===== src/rtl/obu_parse_scheduler.sv =====
// Hands the bitstream FIFO to one sub-parser at a time: OBU header, then sequence/frame header or a skip.
// Latency: grant/in_pop/sub_avail are combinational; sub_start is registered and pulses in the first cycle of ownership.
// Backpressure: in_pop is asserted only for the granted parser's pop (or a skip pop) while in_valid is high; otherwise the FIFO stalls.
module obu_parse_scheduler #(
    parameter int PARSER_DATA_WIDTH = 32,
    parameter int MAX_OBU_WORDS     = 65535
) (
    input  logic                         clk,
    input  logic                         rst,
    input  logic                         enable,
    input  logic [PARSER_DATA_WIDTH-1:0] in_data,
    input  logic                         in_valid,
    output logic                         in_pop,
    output logic [PARSER_DATA_WIDTH-1:0] sub_data,
    output logic [2:0]                   grant,
    output logic [2:0]                   sub_avail,
    input  logic [2:0]                   sub_pop,
    output logic [2:0]                   sub_start,
    input  logic [2:0]                   sub_done,
    input  logic [3:0]                   hdr_obu_type,
    input  logic [31:0]                  hdr_obu_words,
    output logic                         busy,
    output logic                         err,
    output logic [15:0]                  obu_count
);

    typedef enum logic [2:0] {
        IDLE,
        HDR,
        DISPATCH,
        SEQ,
        FRM,
        SKIP,
        ERR
    } state_t;

    localparam logic [31:0] MAX_WORDS = 32'(MAX_OBU_WORDS);

    state_t      state;
    logic [3:0]  obu_type_q;
    logic [31:0] obu_words_q;
    logic [31:0] skip_cnt;
    logic [15:0] obu_cnt_q;
    logic        err_q;
    logic        foreign_done;
    logic        obu_done;

    always_comb begin
        grant = 3'b000;
        case (state)
            HDR:     grant = 3'b001;
            SEQ:     grant = 3'b010;
            FRM:     grant = 3'b100;
            default: grant = 3'b000;
        endcase
        if (rst) begin
            grant = 3'b000;
        end
    end

    assign sub_avail = grant & {3{in_valid}};
    assign sub_data  = in_data;

    always_comb begin
        in_pop = 1'b0;
        case (state)
            HDR, SEQ, FRM: in_pop = in_valid & (|(sub_pop & grant));
            SKIP:          in_pop = in_valid & (skip_cnt != 32'd0);
            default:       in_pop = 1'b0;
        endcase
        if (rst) begin
            in_pop = 1'b0;
        end
    end

    // A done pulse from any parser that does not own the stream is a protocol violation.
    assign foreign_done = |(sub_done & ~grant);

    always_comb begin
        obu_done = 1'b0;
        if (!foreign_done) begin
            case (state)
                DISPATCH: obu_done = (obu_words_q == 32'd0);
                SEQ:      obu_done = sub_done[1];
                FRM:      obu_done = sub_done[2];
                SKIP:     obu_done = in_pop & (skip_cnt == 32'd1);
                default:  obu_done = 1'b0;
            endcase
        end
    end

    always_ff @(posedge clk) begin
        if (rst) begin
            state       <= IDLE;
            sub_start   <= 3'b000;
            err_q       <= 1'b0;
            obu_cnt_q   <= 16'd0;
            skip_cnt    <= 32'd0;
            obu_type_q  <= 4'd0;
            obu_words_q <= 32'd0;
        end else begin
            sub_start <= 3'b000;
            obu_cnt_q <= obu_cnt_q + 16'(obu_done);
            if (state != ERR && foreign_done) begin
                state <= ERR;
                err_q <= 1'b1;
            end else begin
                case (state)
                    IDLE: begin
                        if (enable) begin
                            sub_start <= 3'b001;
                            state     <= HDR;
                        end
                    end
                    HDR: begin
                        if (sub_done[0]) begin
                            obu_type_q  <= hdr_obu_type;
                            obu_words_q <= hdr_obu_words;
                            state       <= DISPATCH;
                        end
                    end
                    DISPATCH: begin
                        if (obu_words_q > MAX_WORDS) begin
                            state <= ERR;
                            err_q <= 1'b1;
                        end else if (obu_words_q == 32'd0) begin
                            state <= IDLE;
                        end else if (obu_type_q == 4'd1) begin
                            sub_start <= 3'b010;
                            state     <= SEQ;
                        end else if (obu_type_q == 4'd3 || obu_type_q == 4'd6) begin
                            sub_start <= 3'b100;
                            state     <= FRM;
                        end else begin
                            skip_cnt <= obu_words_q;
                            state    <= SKIP;
                        end
                    end
                    SEQ: begin
                        if (sub_done[1]) begin
                            state <= IDLE;
                        end
                    end
                    FRM: begin
                        if (sub_done[2]) begin
                            state <= IDLE;
                        end
                    end
                    SKIP: begin
                        if (in_pop) begin
                            skip_cnt <= skip_cnt - 32'd1;
                            if (skip_cnt == 32'd1) begin
                                state <= IDLE;
                            end
                        end
                    end
                    ERR:     state <= ERR;
                    default: state <= IDLE;
                endcase
            end
        end
    end

    assign busy      = (state != IDLE);
    assign err       = err_q;
    assign obu_count = obu_cnt_q;

endmodule


===== config.mk =====
export PLATFORM = sky130hd
export DESIGN_NAME = obu_parse_scheduler
export DESIGN_NICKNAME = d
export VERILOG_FILES = /design/src/rtl/obu_parse_scheduler.sv
export SDC_FILE = /design/constraint.sdc
export NUM_CORES = 1
export LEC_CHECK = 0
export CORE_MARGIN = 1
export CORE_UTILIZATION = 39
export DETAILED_ROUTE_END_ITERATION = 8
export PLACE_DENSITY = 0.75
export SETUP_SLACK_MARGIN = 0.02
export SLEW_MARGIN = 20
export SYNTH_ARGS = -nofsm -noshare
export SYNTH_HDL_FRONTEND = slang
export SYNTH_SLANG_ARGS = --single-unit

===== constraint.sdc =====
create_clock -name clk -period 3.9 [get_ports clk]
set_clock_uncertainty 0.2 [all_clocks]
set_input_delay 0.585 -clock clk [delete_from_list [all_inputs] [get_ports clk]]
set_output_delay 0.585 -clock clk [all_outputs]
set_load 0.01 [all_outputs]

==> impl_metrics.csv <==
group,metric,value,unit
run_status,status,"complete, no violations",
worst_setup_path,timing.reg2reg.setup_slack,0.26,ns
pwr,intPower,0.001564,W
clock_tree,cts-resized-gates,0,
finish,final_common_cell,"dfxtp_1",
sta,slew_violations,0,
global_routing,grt_pass1_vias,4617,
finish,drive_gt1_frac,0.07332,
drt,num_vias,4841,
clock_tree,cts.sinks,91,
finish,final_cell_area,5984,um2
floorplanning,die-area,13300,um2
synth,ys_ff_latch,91,
worst_setup_path,reg2reg_to,"obu_count[12]",
worst_setup_path,cp-start-kind,"flop",
drt,ant_nets,0,
placement,portBuffers,73,
finish,n_antenna_cell,0,
worst_setup_path,required,3.93,ns
worst_setup_path,r2r-start,"skip_cnt[16]",
finish,syn2layout_area_growth,19.49,%
sta,final.setup.tns,0,ns
worst_setup_path,cp-end-kind,"flop",
global_routing,grt_overflow_total,0,
clock_tree,cts_root_buffer,"clkbuf_16",
floorplanning,initial_core_util,0.3985,
drt,wl,14310,um
pwr,power,0.002057,W
synth,synthTopCellsByArea,"dfxtp_1, mux2i_1, nor2_1, buf_4, nand2_1",
worst_hold_path,worstHoldEndpoint,"err",
clock_tree,post-cts-setup-buffers,0,
synth,yosys_warnings,0,
sta,worst_pin_slew,0.8214,ns
global_routing,antenna_found_initial,0,
placement,place.gp.congestion,0.8911,
worst_setup_path,r2r_cells,11,
worst_hold_path,hold_class,"flop to flop",
floorplanning,rows,41,
worst_setup_path,crit_chain,"or4_4 > or4_4 > or3_4 > nand3_1 > nor2b_1 > o2111a_1 > ha_1 > ha_1 > nand3_1 > xor2_1 > nor2_1",
finish,seq_area,1822,um2
drt,wl_per_cell,17.60,um
synth,yosysSeqAreaShare,0.3637,
drt,firstDrtPassIters,6,
synth,avgSynthCellArea,8.224,um2
worst_setup_path,cp_data_arrival_time,3.67,ns
pwr,ir_worst_vdd,0.0003127,V
sta,rsz0062_at_grt,"no",
drt,first_iter_violations,452,
synth,async_reset_ff_frac,0,
pwr,p_leak,2.165,nW
clock_tree,cts_tree,"done",
floorplanning,ioPinCount,138,
placement,dpl.hpwl,10010,um
clock_tree,clockBufferDepth,2,
worst_hold_path,holdPathStages,2,
job,maxCapViolations,0,
sta,fin_crit,3.639,ns
pwr,p_switching,0.0004926,W
placement,dp_slack,0.2872,ns
worst_setup_path,critPathSlowestCell,"or4_4",
synth,syn_nets,692,
pwr,switching_share,0.2395,
drt,vias_per_cell,5.954,
floorplanning,die_h,115.3,um
pwr,p_per_area,343.7,nW/um2
finish,multiInputGateArea,2746,um2
clock_tree,numCtsBuffers,9,
sta,slew_headroom,0.4474,
finish,layout_common_cells,"dfxtp_1, nor2_1, clkdlybuf4s50_1, nand2_1, mux2i_1",
floorplanning,die_w,115.3,um
pwr,power_frac_seq,0.464,
clock_tree,htree_levels,3,
synth,syn_inst,609,
global_routing,grt_max_degree,52,
global_routing,grtUsageTotal,0.2209,
clock_tree,cts.reportedPaths.clkPinSlew,0.07,ns
sta,fmax,274.8,MHz
finish,nNetsFinal,719,
clock_tree,clock_latency,0.35,ns
worst_setup_path,path_class,"flop to flop",
worst_setup_path,slowest_delay,0.59,ns
synth,syn_area,5009,um2
synth,synth_area_leader_cell,"dfxtp_1",
synth,ys_types,64,
clock_tree,hold_buffers,0,
sta,whs,0.2795,ns
synth,synth_ff_type,"dfxtp_1",
worst_hold_path,min-delay-start,"err",
pwr,p_comb_frac,0.093,
pwr,p_clk_frac,0.444,
floorplanning,coreArea,12570,um2
sta,fin_crit_sh,0.9330,
worst_setup_path,path_max_fanout,9,
global_routing,grt_first_pass_wirelength,22940,um
sta,setup_violations,0,
placement,place_area,5672,um2
drt,drc,0,
finish,fillers,1184,
sta,finalWorstSetupSlack,0.2612,ns
sta,hold_viol,0,
synth,synth_top_area_frac,0.3637,
synth,synth-edff-count,0,
## power groups by stage
stage	combinational (W)	sequential (W)	clock, W
6_report	0.000191	0.000953	0.000913
4_1_cts	0.000189	0.000953	0.000920
3_3_place_gp	0.000184	0.000974	0
3_5_place_dp	0.000187	0.000974	0
5_1_grt	0.000207	0.000954	0.000959
2_1_floorplan	0.000140	0.000963	0
## metrics by stage
step,util,instances
final,0.4762,813
after floorplan,-,609
after global routing,0.4762,813
after detailed placement,0.4513,797
after CTS,0.4762,813
after global placement,0.4513,797
## flip-flops by register name, summed over array words and instances, names as in the netlist
name	count
err	1
obu_count	16
obu_type_q	4
obu_words_q	32
skip_cnt	32
state	3
sub_start	3
## cells in the mapped netlist (10+ instances only)
master and n:
nor4_1 23, nor3_1 15, or3_1 10, nand4_1 10, a32o_1 11, dfxtp_1 91
o22ai_1 12, clkbuf_1 33, xor2_1 14, a211oi_1 12, nand2_1 46, buf_4 32
a21oi_1 18, mux2i_1 36, o21ai_0 26, nor2_1 80, nand3_1 21
## metal layers
metal | routed length [um] | vias up | global-route usage
li1 | - | 2261 | -
met1 | 6155 | 2298 | 0.2798
met2 | 6666 | 249 | 0.3593
met3 | 1179 | 33 | 0.04639
met4 | 308 | 0 | 0.1022
met5 | 0 | - | 0
## layout make-up
type,count,share of cell area
tap,172,0.03596
clock buffer,11,0.04223
clock inverter,5,0.01004
timing repair buffer,89,0.1434
multi-input combinational,437,0.4589
sequential,91,0.3044
inverter,8,0.005018
## critical path: cells and delay by family, from the launching register on
family | cells | cell delay, ns
simple gates | 7 | 2.06
fa+ha+maj | 2 | 0.46
flops | 1 | 0.36
compound gates | 1 | 0.26
xor+xnor | 1 | 0.17
## worst max-delay path by stage
| stage | start | end | slack [ns] | depth (start not counted) |
|---|---|---|---|---|
| floorplan | skip_cnt[16] | obu_count[14] | 0.45 | 13 |
| global placement | skip_cnt[16] | obu_count[12] | 0.42 | 11 |
| detailed placement | skip_cnt[16] | obu_count[12] | 0.29 | 11 |
| CTS | skip_cnt[16] | obu_count[12] | 0.26 | 11 |
| global route | skip_cnt[16] | obu_count[12] | 0.14 | 11 |
| finish | skip_cnt[16] | obu_count[12] | 0.26 | 11 |
## logic make-up (layout without fill, tap and decap cells)
group,after synthesis,in the layout,share of synthesized area
multiplexers,36,36,0.07195
adder cells (fa/ha/maj),5,5,0.01249
AO/OA/AOI/OAI,126,126,0.1764
AND/OR/NAND/NOR,255,255,0.2596
XOR/XNOR,15,15,0.02623
flip-flops,91,91,0.3637
buffers and inverters,81,113,0.08968
No activity file was read; power rests on OpenSTA's default activity.
